$ cat config.mk
export PLATFORM = sky130hd
export DESIGN_NAME = mem_if_streamer_flat
export DESIGN_NICKNAME = d
export VERILOG_FILES = /design/src/rtl/mem_if_streamer_if.sv /design/src/rtl/mem_if_streamer.sv /design/src/flat_wrapper.sv
export SDC_FILE = /design/constraint.sdc
export NUM_CORES = 2
export LEC_CHECK = 0
export CELL_PAD_IN_SITES_DETAIL_PLACEMENT = 2
export CELL_PAD_IN_SITES_GLOBAL_PLACEMENT = 2
export CORE_AREA = 4 4 443 445
export DETAILED_ROUTE_END_ITERATION = 7
export DIE_AREA = 0 0 447 449
export GPL_ROUTABILITY_DRIVEN = 1
export PLACE_DENSITY = 0.89
export SYNTH_ARGS = -nofsm -noshare
export SYNTH_HDL_FRONTEND = slang
export SYNTH_SLANG_ARGS = --single-unit
$ cat constraint.sdc
create_clock -name clk -period 50.1 [get_ports clk]
set_input_delay 15.03 -clock clk [delete_from_list [all_inputs] [get_ports clk]]
set_output_delay 15.03 -clock clk [all_outputs]
set_load 0.005 [all_outputs]
$ cat src/rtl/mem_if_streamer_if.sv
// -----------------------------------------------------------------------------
// mem_if_streamer_if
// Bus between the host-side streamer and the accelerator memory port.
//   mem_start    : one-cycle start pulse            (master -> slave)
//   mem_eoc      : one-cycle end-of-compute pulse   (master -> slave)
//   mem_rd_wrt   : 1 = read beat, 0 = write beat    (master -> slave)
//   mem_ctrl     : namespace + per-lane {peId,valid} (master -> slave)
//   mem_data_in  : write data                       (master -> slave)
//   mem_data_out : read data                        (slave -> master)
//   mem_eol      : end-of-loop pulse                (slave -> master)
// -----------------------------------------------------------------------------
`timescale 1ns/1ps

interface mem_if_streamer_if #(
    parameter int NUM_LANES    = 16,
    parameter int DATA_LEN     = 16,
    parameter int LOG_NS       = 2,
    parameter int LOG_PE_LANES = 1
);
    localparam int CTRL_W = LOG_NS + (LOG_PE_LANES + 1) * NUM_LANES;
    localparam int BEAT_W = NUM_LANES * DATA_LEN;

    logic              mem_start;
    logic              mem_eoc;
    logic              mem_rd_wrt;
    logic [CTRL_W-1:0] mem_ctrl;
    logic [BEAT_W-1:0] mem_data_in;
    logic [BEAT_W-1:0] mem_data_out;
    logic              mem_eol;

    modport master (
        output mem_start, mem_eoc, mem_rd_wrt, mem_ctrl, mem_data_in,
        input  mem_data_out, mem_eol
    );

    modport slave (
        input  mem_start, mem_eoc, mem_rd_wrt, mem_ctrl, mem_data_in,
        output mem_data_out, mem_eol
    );
endinterface

$ cat src/rtl/mem_if_streamer.sv
// -----------------------------------------------------------------------------
// mem_if_streamer
// Host-side initiator for the accelerator memory interface. Takes LOAD / RUN /
// READ / FINISH commands, issues registered beats and pulses on the mem bus, and
// captures read data returning READ_LATENCY cycles later into a FIFO that is
// protected by credits, so it can never overflow.
//
// Ports
//   clk, rstn               : clock, asynchronous active-low reset
//   cmd_valid/ready/op/ns/count : command handshake (ready only in IDLE)
//   wr_valid/ready/data/lane_en/pe_sel : write beats consumed during LOAD
//   rd_valid/ready/data     : read-return stream (FIFO head)
//   mem                     : mem_if_streamer_if.master bus to the accelerator
//   busy                    : high whenever the FSM is not IDLE
//   perf_cycles             : START+WAIT_EOL cycle count of the last RUN
//                             (only when MEM_IF_STREAMER_PERF_EN is defined)
// -----------------------------------------------------------------------------
`timescale 1ns/1ps

module mem_if_streamer #(
    parameter int NUM_LANES    = 16,
    parameter int DATA_LEN     = 16,
    parameter int LOG_NS       = 2,
    parameter int LOG_PE_LANES = 1,
    parameter int READ_LATENCY = 4,
    parameter int FIFO_DEPTH   = 8,
    parameter int CNT_W        = 16
) (
    input  logic                              clk,
    input  logic                              rstn,
    input  logic                              cmd_valid,
    output logic                              cmd_ready,
    input  logic [1:0]                        cmd_op,
    input  logic [LOG_NS-1:0]                 cmd_ns,
    input  logic [CNT_W-1:0]                  cmd_count,
    input  logic                              wr_valid,
    output logic                              wr_ready,
    input  logic [NUM_LANES*DATA_LEN-1:0]     wr_data,
    input  logic [NUM_LANES-1:0]              wr_lane_en,
    input  logic [NUM_LANES*LOG_PE_LANES-1:0] wr_pe_sel,
    output logic                              rd_valid,
    input  logic                              rd_ready,
    output logic [NUM_LANES*DATA_LEN-1:0]     rd_data,
    mem_if_streamer_if.master                 mem,
    output logic                              busy
`ifdef MEM_IF_STREAMER_PERF_EN
    ,
    output logic [31:0]                       perf_cycles
`endif
);
    localparam int CTRL_W = LOG_NS + (LOG_PE_LANES + 1) * NUM_LANES;
    localparam int LANE_W = LOG_PE_LANES + 1;
    localparam int BEAT_W = NUM_LANES * DATA_LEN;
    localparam int PTR_W  = $clog2(FIFO_DEPTH);
    localparam int OCC_W  = $clog2(FIFO_DEPTH + READ_LATENCY + 2);

    localparam logic [1:0] OP_LOAD = 2'd0;
    localparam logic [1:0] OP_RUN  = 2'd1;
    localparam logic [1:0] OP_READ = 2'd2;

    localparam logic [2:0] S_IDLE     = 3'd0;
    localparam logic [2:0] S_LOAD     = 3'd1;
    localparam logic [2:0] S_START    = 3'd2;
    localparam logic [2:0] S_WAIT_EOL = 3'd3;
    localparam logic [2:0] S_READ     = 3'd4;
    localparam logic [2:0] S_DRAIN    = 3'd5;
    localparam logic [2:0] S_EOC      = 3'd6;

    logic [2:0]              state, state_d;
    logic [LOG_NS-1:0]       ns_q, ns_d;
    logic [CNT_W-1:0]        cnt_q, cnt_d;
    logic [LOG_PE_LANES-1:0] idx_q, idx_d;
    logic                    start_d, eoc_d, rd_wrt_d;
    logic [CTRL_W-1:0]       ctrl_d;
    logic [BEAT_W-1:0]       data_d;

    // sr[i] marks a read beat whose data is due READ_LATENCY-1-i cycles later;
    // sr[READ_LATENCY-1] lines up with valid mem_data_out.
    logic [READ_LATENCY-1:0] sr;
    logic [BEAT_W-1:0]       fifo_mem [FIFO_DEPTH];
    logic [PTR_W-1:0]        wr_ptr, rd_ptr;
    logic [PTR_W:0]          fifo_cnt;
    logic [OCC_W-1:0]        in_flight;
    logic                    cmd_fire, wr_fire, rd_issue, last, push, pop;

    assign cmd_ready = (state == S_IDLE);
    assign busy      = (state != S_IDLE);
    assign wr_ready  = (state == S_LOAD);
    assign cmd_fire  = cmd_valid & cmd_ready;
    assign wr_fire   = wr_valid & wr_ready;
    assign last      = (cnt_q == CNT_W'(1));
    assign push      = sr[READ_LATENCY-1];
    assign rd_valid  = (fifo_cnt != '0);
    assign pop       = rd_valid & rd_ready;
    assign rd_data   = fifo_mem[rd_ptr];

    // Beats in flight: the registered pin stage plus the latency pipe.
    always_comb begin
        in_flight = OCC_W'(mem.mem_rd_wrt);
        for (int i = 0; i < READ_LATENCY; i++)
            in_flight = in_flight + OCC_W'(sr[i]);
    end

    // A read beat only goes out while FIFO entries plus in-flight beats
    // leave room, so every returning beat has a slot waiting for it.
    assign rd_issue = (state == S_READ) &&
                      ((OCC_W'(fifo_cnt) + in_flight) < OCC_W'(FIFO_DEPTH));

    always_comb begin
        // NOTE: every output of this block gets a default first, so no path
        // leaves a value unassigned and no latch is inferred.
        state_d  = state;
        ns_d     = ns_q;
        cnt_d    = cnt_q;
        idx_d    = idx_q;
        start_d  = 1'b0;
        eoc_d    = 1'b0;
        rd_wrt_d = 1'b0;
        ctrl_d   = '0;
        data_d   = '0;
        case (state)
            S_IDLE: if (cmd_fire) begin
                ns_d  = cmd_ns;
                cnt_d = (cmd_count == '0) ? CNT_W'(1) : cmd_count;
                idx_d = '0;
                case (cmd_op)
                    OP_LOAD: state_d = S_LOAD;
                    OP_RUN:  state_d = S_START;
                    OP_READ: state_d = S_READ;
                    default: state_d = S_EOC;
                endcase
            end
            S_LOAD: if (wr_fire) begin
                ctrl_d[LOG_NS-1:0] = ns_q;
                for (int i = 0; i < NUM_LANES; i++)
                    ctrl_d[LOG_NS + LANE_W*i +: LANE_W] =
                        {wr_pe_sel[i*LOG_PE_LANES +: LOG_PE_LANES], wr_lane_en[i]};
                data_d = wr_data;
                cnt_d  = cnt_q - CNT_W'(1);
                if (last) state_d = S_IDLE;
            end
            S_START: begin
                start_d = 1'b1;
                state_d = S_WAIT_EOL;
            end
            S_WAIT_EOL: if (mem.mem_eol) begin
                cnt_d   = cnt_q - CNT_W'(1);
                state_d = last ? S_IDLE : S_START;
            end
            S_READ: if (rd_issue) begin
                rd_wrt_d           = 1'b1;
                ctrl_d[LOG_NS-1:0] = ns_q;
                for (int i = 0; i < NUM_LANES; i++)
                    ctrl_d[LOG_NS + LANE_W*i +: LANE_W] = {idx_q, 1'b1};
                cnt_d = cnt_q - CNT_W'(1);
                idx_d = idx_q + 1'b1;
                if (last) state_d = S_DRAIN;
            end
            S_DRAIN: if (in_flight == '0) state_d = S_IDLE;
            S_EOC: begin
                eoc_d   = 1'b1;
                state_d = S_IDLE;
            end
            default: state_d = S_IDLE;
        endcase
    end

    always_ff @(posedge clk or negedge rstn) begin
        if (!rstn) begin
            state           <= S_IDLE;
            ns_q            <= '0;
            cnt_q           <= '0;
            idx_q           <= '0;
            mem.mem_start   <= 1'b0;
            mem.mem_eoc     <= 1'b0;
            mem.mem_rd_wrt  <= 1'b0;
            mem.mem_ctrl    <= '0;
            mem.mem_data_in <= '0;
            sr              <= '0;
        end else begin
            // NOTE: state is written with non-blocking assignments so every
            // register samples pre-edge values regardless of block order.
            state           <= state_d;
            ns_q            <= ns_d;
            cnt_q           <= cnt_d;
            idx_q           <= idx_d;
            mem.mem_start   <= start_d;
            mem.mem_eoc     <= eoc_d;
            mem.mem_rd_wrt  <= rd_wrt_d;
            mem.mem_ctrl    <= ctrl_d;
            mem.mem_data_in <= data_d;
            for (int i = READ_LATENCY - 1; i > 0; i--)
                sr[i] <= sr[i-1];
            sr[0] <= mem.mem_rd_wrt;
        end
    end

    always_ff @(posedge clk or negedge rstn) begin
        if (!rstn) begin
            wr_ptr   <= '0;
            rd_ptr   <= '0;
            fifo_cnt <= '0;
        end else begin
            if (push) wr_ptr <= wr_ptr + 1'b1;
            if (pop)  rd_ptr <= rd_ptr + 1'b1;
            case ({push, pop})
                2'b10:   fifo_cnt <= fifo_cnt + 1'b1;
                2'b01:   fifo_cnt <= fifo_cnt - 1'b1;
                default: fifo_cnt <= fifo_cnt;
            endcase
        end
    end

    // NOTE: the storage array has no reset; entries are only meaningful
    // below fifo_cnt, and that count is reset.
    always_ff @(posedge clk) begin
        if (push) fifo_mem[wr_ptr] <= mem.mem_data_out;
    end

`ifdef MEM_IF_STREAMER_PERF_EN
    always_ff @(posedge clk or negedge rstn) begin
        if (!rstn)
            perf_cycles <= '0;
        else if (cmd_fire && cmd_op == OP_RUN)
            perf_cycles <= '0;
        else if ((state == S_START || state == S_WAIT_EOL) && perf_cycles != '1)
            perf_cycles <= perf_cycles + 1'b1;
    end
`endif

endmodule

$ cat src/flat_wrapper.sv
// flat-port wrapper written by rule: the top's interface ports become plain ports
module mem_if_streamer_flat 
#(
    parameter int NUM_LANES    = 16,
    parameter int DATA_LEN     = 16,
    parameter int LOG_NS       = 2,
    parameter int LOG_PE_LANES = 1,
    parameter int READ_LATENCY = 4,
    parameter int FIFO_DEPTH   = 8,
    parameter int CNT_W        = 16
)
  (clk, rstn, cmd_valid, cmd_ready, cmd_op, cmd_ns, cmd_count, wr_valid, wr_ready, wr_data, wr_lane_en, wr_pe_sel, rd_valid, rd_ready, rd_data, busy, mem_mem_start, mem_mem_eoc, mem_mem_rd_wrt, mem_mem_ctrl, mem_mem_data_in, mem_mem_data_out, mem_mem_eol);
  mem_if_streamer_if #(.NUM_LANES(NUM_LANES), .DATA_LEN(DATA_LEN), .LOG_NS(LOG_NS), .LOG_PE_LANES(LOG_PE_LANES)) mem_i ();
  input  logic clk;
  input  logic rstn;
  input  logic cmd_valid;
  output logic cmd_ready;
  input  logic [1:0] cmd_op;
  input  logic [LOG_NS-1:0] cmd_ns;
  input  logic [CNT_W-1:0] cmd_count;
  input  logic wr_valid;
  output logic wr_ready;
  input  logic [NUM_LANES*DATA_LEN-1:0] wr_data;
  input  logic [NUM_LANES-1:0] wr_lane_en;
  input  logic [NUM_LANES*LOG_PE_LANES-1:0] wr_pe_sel;
  output logic rd_valid;
  input  logic rd_ready;
  output logic [NUM_LANES*DATA_LEN-1:0] rd_data;
  output logic busy;
  output wire logic [$bits(mem_i.mem_start)-1:0] mem_mem_start;
  output wire logic [$bits(mem_i.mem_eoc)-1:0] mem_mem_eoc;
  output wire logic [$bits(mem_i.mem_rd_wrt)-1:0] mem_mem_rd_wrt;
  output wire logic [$bits(mem_i.mem_ctrl)-1:0] mem_mem_ctrl;
  output wire logic [$bits(mem_i.mem_data_in)-1:0] mem_mem_data_in;
  input wire logic [$bits(mem_i.mem_data_out)-1:0] mem_mem_data_out;
  input wire logic [$bits(mem_i.mem_eol)-1:0] mem_mem_eol;
  assign mem_mem_start = mem_i.mem_start;
  assign mem_mem_eoc = mem_i.mem_eoc;
  assign mem_mem_rd_wrt = mem_i.mem_rd_wrt;
  assign mem_mem_ctrl = mem_i.mem_ctrl;
  assign mem_mem_data_in = mem_i.mem_data_in;
  assign mem_i.mem_data_out = mem_mem_data_out;
  assign mem_i.mem_eol = mem_mem_eol;
  mem_if_streamer #(.NUM_LANES(NUM_LANES), .DATA_LEN(DATA_LEN), .LOG_NS(LOG_NS), .LOG_PE_LANES(LOG_PE_LANES), .READ_LATENCY(READ_LATENCY), .FIFO_DEPTH(FIFO_DEPTH), .CNT_W(CNT_W)) u_core (.clk(clk), .rstn(rstn), .cmd_valid(cmd_valid), .cmd_ready(cmd_ready), .cmd_op(cmd_op), .cmd_ns(cmd_ns), .cmd_count(cmd_count), .wr_valid(wr_valid), .wr_ready(wr_ready), .wr_data(wr_data), .wr_lane_en(wr_lane_en), .wr_pe_sel(wr_pe_sel), .rd_valid(rd_valid), .rd_ready(rd_ready), .rd_data(rd_data), .mem(mem_i), .busy(busy));
endmodule
==> impl_metrics.csv, run 1 <==
group,metric,value,unit
run_status,status,"did not finish",
run_status,lastStage,"3_5_place_dp",
run_status,firstError,"[ERROR DPL-0033] detailed placement checks failed during check placement.",
die,io-pin-count,1123,
yosys,synth_common_cells,"edfxtp_1 (2,048), mux4_2 (512), dfrtp_1 (329)",
yosys,synth_seq_area_share,79.09,%
yosys,synth_area_leaders,"edfxtp_1 (70%), mux4_2 (13%), dfrtp_1 (9.3%)",
yosys,synth_fp_nets,4448,
place,dp_hpwl,289800,µm
yosys,synth_top_area_share,69.75,%
place,place.gp.congestion,1.130,
die,die_w,447,µm
die,die_h,449,µm
yosys,netlist_instances,3864,
yosys,synth_most_common_cell,"edfxtp_1",
yosys,avgSynthCellArea,22.82,µm²
yosys,synth_edf_count,2048,
yosys,ys_warn_count,0,
die,rows,161,
yosys,ys_ff_latch,2377,
place,port_buffers,1122,
yosys,yosysTopAreaCell,"edfxtp_1",
die,start_util,45.88,%
yosys,ys_async_sr_fraction,13.84,%
yosys,ys.flop_type,"edfxtp_1",
yosys,netlist-cell-type-count,55,
yosys,synth_area,0.08817,mm²
logic make-up after synthesis:
family	synth area share, %
compound gates	0.5052
flops	79.09
xor+xnor	0.08941
buf+inv	1.002
fa+ha+maj	0.2242
mux	16.48
simple gates	2.606
through the flow:
| step | worst slack [ns] | instance area (µm²) | hold slack (ns) |
|---|---|---|---|
| global placement | 29.66 | 102400 | 0.3602 |
| floorplan | 31.11 | 88170 | 0.3537 |
==> inputs of run 2 (changes only) <==
==> config.mk (replaced) <==
export PLATFORM = sky130hd
export DESIGN_NAME = mem_if_streamer_flat
export DESIGN_NICKNAME = d
export VERILOG_FILES = /design/src/rtl/mem_if_streamer_if.sv /design/src/rtl/mem_if_streamer.sv /design/src/flat_wrapper.sv
export SDC_FILE = /design/constraint.sdc
export NUM_CORES = 2
export LEC_CHECK = 0
export CORE_AREA = 4 4 475 477
export DETAILED_ROUTE_END_ITERATION = 7
export DIE_AREA = 0 0 479 481
export GPL_ROUTABILITY_DRIVEN = 1
export PLACE_DENSITY_LB_ADDON = 0.15
export SYNTH_ARGS = -nofsm -noshare
export SYNTH_HDL_FRONTEND = slang
export SYNTH_SLANG_ARGS = --single-unit
==> run 2 against run 1 <==
- the run now ends clean
- synthesized area unchanged
- synthesized cell count unchanged
==> impl_metrics.csv, run 2 <==
group,metric,value,unit
clocking,holdBufCountCts,0,
detailed_routing,vias,43540,
layout,drive_above_1_share,22.11,%
place,dp_hpwl,171400,µm
sta,finClkSkew,0.05734,ns
yosys,synth_common_cells,"edfxtp_1 (2,048), mux4_2 (512), dfrtp_1 (329)",
grt,grt_max_degree,144,
sta,fmax,46.20,MHz
sta,slew_headroom,18.14,%
yosys,synth_area,0.08817,mm²
place,port_buffers,1122,
layout,final_nets,5687,
critical_path,cpMostUsedCell,"buf_4",
grt,globalRouteOverflowTotal,0,
grt,grt_pass1_vias,44770,
clocking,clk_pin_slew,0.06,ns
yosys,synth_seq_area_share,79.09,%
sta,rsz0062_at_grt,"no",
critical_path,crit_family,"buffers and inverters",
yosys,synth_area_leaders,"edfxtp_1 (70%), mux4_2 (13%), dfrtp_1 (9.3%)",
job,cap_violations,0,
clocking,postCtsSetupBuffers,0,
critical_path,cp.depth,7,
critical_path,reg2reg_to,"u_core.fifo_mem[0][66]",
critical_path,crit_end,"rd_data[66]",
die,die_w,479,µm
detailed_routing,wl_per_cell,30.98,µm
clocking,clk_latency,0.87,ns
die,core-area,0.2214,mm²
yosys,yosysTopAreaCell,"edfxtp_1",
sta,setup_viol,0,
critical_path,crit_required,35.07,ns
clocking,cts_buffer_depth,3,
detailed_routing,drtPass1Iterations,5,
yosys,ys_warn_count,0,
yosys,netlist-cell-type-count,55,
layout,area_growth,25.76,%
grt,grt_pass1_wl,357200,µm
power,total_power,5624,µW
clocking,cts_tree,"built",
hold_path,hold_class,"flip-flop to flip-flop",
critical_path,rrSetupSlack,45.79,ns
sta,slew_violations,0,
critical_path,worst_r2r_path_depth,5,
yosys,ys_async_sr_fraction,13.84,%
critical_path,endpoint_kind,"output port",
run_status,status,"finished, final reports clean",
place,place.gp.congestion,0.9317,
sta,worst_slew_pin_slew,1.228,ns
die,start_util,39.82,%
layout,layout_common_cells,"edfxtp_1 (2,048), clkdlybuf4s50_1 (1,121), mux4_2 (512), dfrtp_1 (326), mux2_2 (262)",
power,p_leak,0.03710,µW
yosys,synth_edf_count,2048,
sta,min_period,21.64,ns
sta,final.setup.tns,0,ns
grt,antenna_found_initial,167,
critical_path,arrival,6.61,ns
yosys,ys_ff_latch,2377,
clocking,cts.htree.levels,4,
yosys,synth_fp_nets,4448,
clocking,cts-root-buf,"clkbuf_16",
clocking,cts_buffers,239,
detailed_routing,vias_per_cell,5.224,
layout,regMostFlops,"u_core.fifo_mem",
layout,largest_register_ffs,2048,
critical_path,path_class,"flip-flop to output port",
detailed_routing,drtAntennaViolNets,0,
power,power_density,50.72,mW/mm²
yosys,synth_most_common_cell,"edfxtp_1",
layout,layout_commonest_cell,"edfxtp_1",
critical_path,crit_path_start,"u_core.rd_ptr[0]",
grt,grt.total_usage,22.01,%
clocking,ctsResizeCount,0,
power,irDropWorstVdd,0.00004535,V
yosys,avgSynthCellArea,22.82,µm²
yosys,synth_top_area_share,69.75,%
die,io-pin-count,1123,
detailed_routing,drc,0,
die,rows,173,
critical_path,cp-start-kind,"flip-flop",
yosys,netlist_instances,3864,
die,die_area,0.2304,mm²
detailed_routing,wl,258200,µm
critical_path,path_cells,"buf_4 -> buf_12 -> buf_4 -> buf_4 -> mux4_2 -> mux2_2 -> clkdlybuf4s50_1",
critical_path,slowest_stage,"dfrtp_4",
critical_path,r2r-start,"u_core.sr[3]",
clocking,cts_sinks,2377,
sta,finalHoldViolations,0,
critical_path,critPathBufInv,5,
sta,fin_crit_sh,43.20,%
layout,top_regs,"u_core.fifo_mem (2048), u_core.mem.mem_data_in (256), u_core.mem.mem_ctrl (34)",
die,die_h,481,µm
critical_path,path_max_fanout,107,
yosys,ys.flop_type,"edfxtp_1",
detailed_routing,first_iter_violations,3341,
critical_path,cp_slowest_stage_delay,0.89,ns
## run 2: final cells by class
type / count / area, µm²
fill: 17910 / 110600
antenna: 48 / 120.1
timing repair buffer: 1188 / 11870
multi-input combinational: 1279 / 17610
clock inverter: 157 / 1426
sequential: 2377 / 69740
tap: 2975 / 3722
clock buffer: 292 / 6316
inverter: 18 / 67.56
## run 2: routing by layer
metal	part of all wire (%)	vias to the layer above	GRT usage, %
met5	0.11	-	0
met4	4.1	46	8.758
met3	7.8	533	6.980
met2	50	1534	36.75
met1	38	23130	26.67
li1	-	18290	-
## run 2: cells by family after synthesis
family,synth area share (%)
AOI/OAI and AO/OA,0.5052
xor gates and xnor gates,0.08941
adders and majority gates,0.2242
buffers and inverters,1.002
DFF,79.09
muxes,16.48
and+or+nand+nor,2.606
## run 2: worst register-to-register path: cells and delay by family, from the launching register on
family / cells / cell delay, ns
and+or+nand+nor: 2 / 0.98
DFF: 1 / 0.53
buffers and inverters: 3 / 2.36
## run 2: worst min path at each step
| stage | from | to | slack [ns] | cells after the start |
|---|---|---|---|---|
| after global routing | u_core.sr[1] | u_core.sr[2] | 0.38 | 0 |
| after CTS | u_core.sr[1] | u_core.sr[2] | 0.37 | 0 |
| after detailed placement | u_core.sr[1] | u_core.sr[2] | 0.36 | 0 |
| after floorplan | u_core.sr[1] | u_core.sr[2] | 0.35 | 0 |
| after global placement | u_core.sr[1] | u_core.sr[2] | 0.36 | 0 |
| final | u_core.sr[1] | u_core.sr[2] | 0.38 | 0 |
## run 2: metrics by stage
step / cell area (µm²) / hold slack [ns] / utilization, % / worst slack, ns / std cells
CTS: 110800 / 0.3736 / 50.02 / 28.19 / 8286
global route: 110800 / 0.3762 / 50.04 / 27.81 / 8309
floorplan: 88170 / 0.3537 / - / 31.11 / 3864
global placement: 103000 / 0.3582 / 46.52 / 29.15 / 7837
finish: 110900 / 0.3757 / 50.07 / 28.46 / 8334
detailed placement: 103000 / 0.3599 / 46.52 / 29.14 / 7837
## run 2: power breakdown
group	switching (µW)	leakage, µW	internal [µW]	total (µW)
logic	723	0.0105	898	1620
clock network	744	0.00377	1000	1750
registers	56.7	0.0229	2200	2250
total	1520	0.0371	4100	5620
Power figures use the tool's default switching activity.
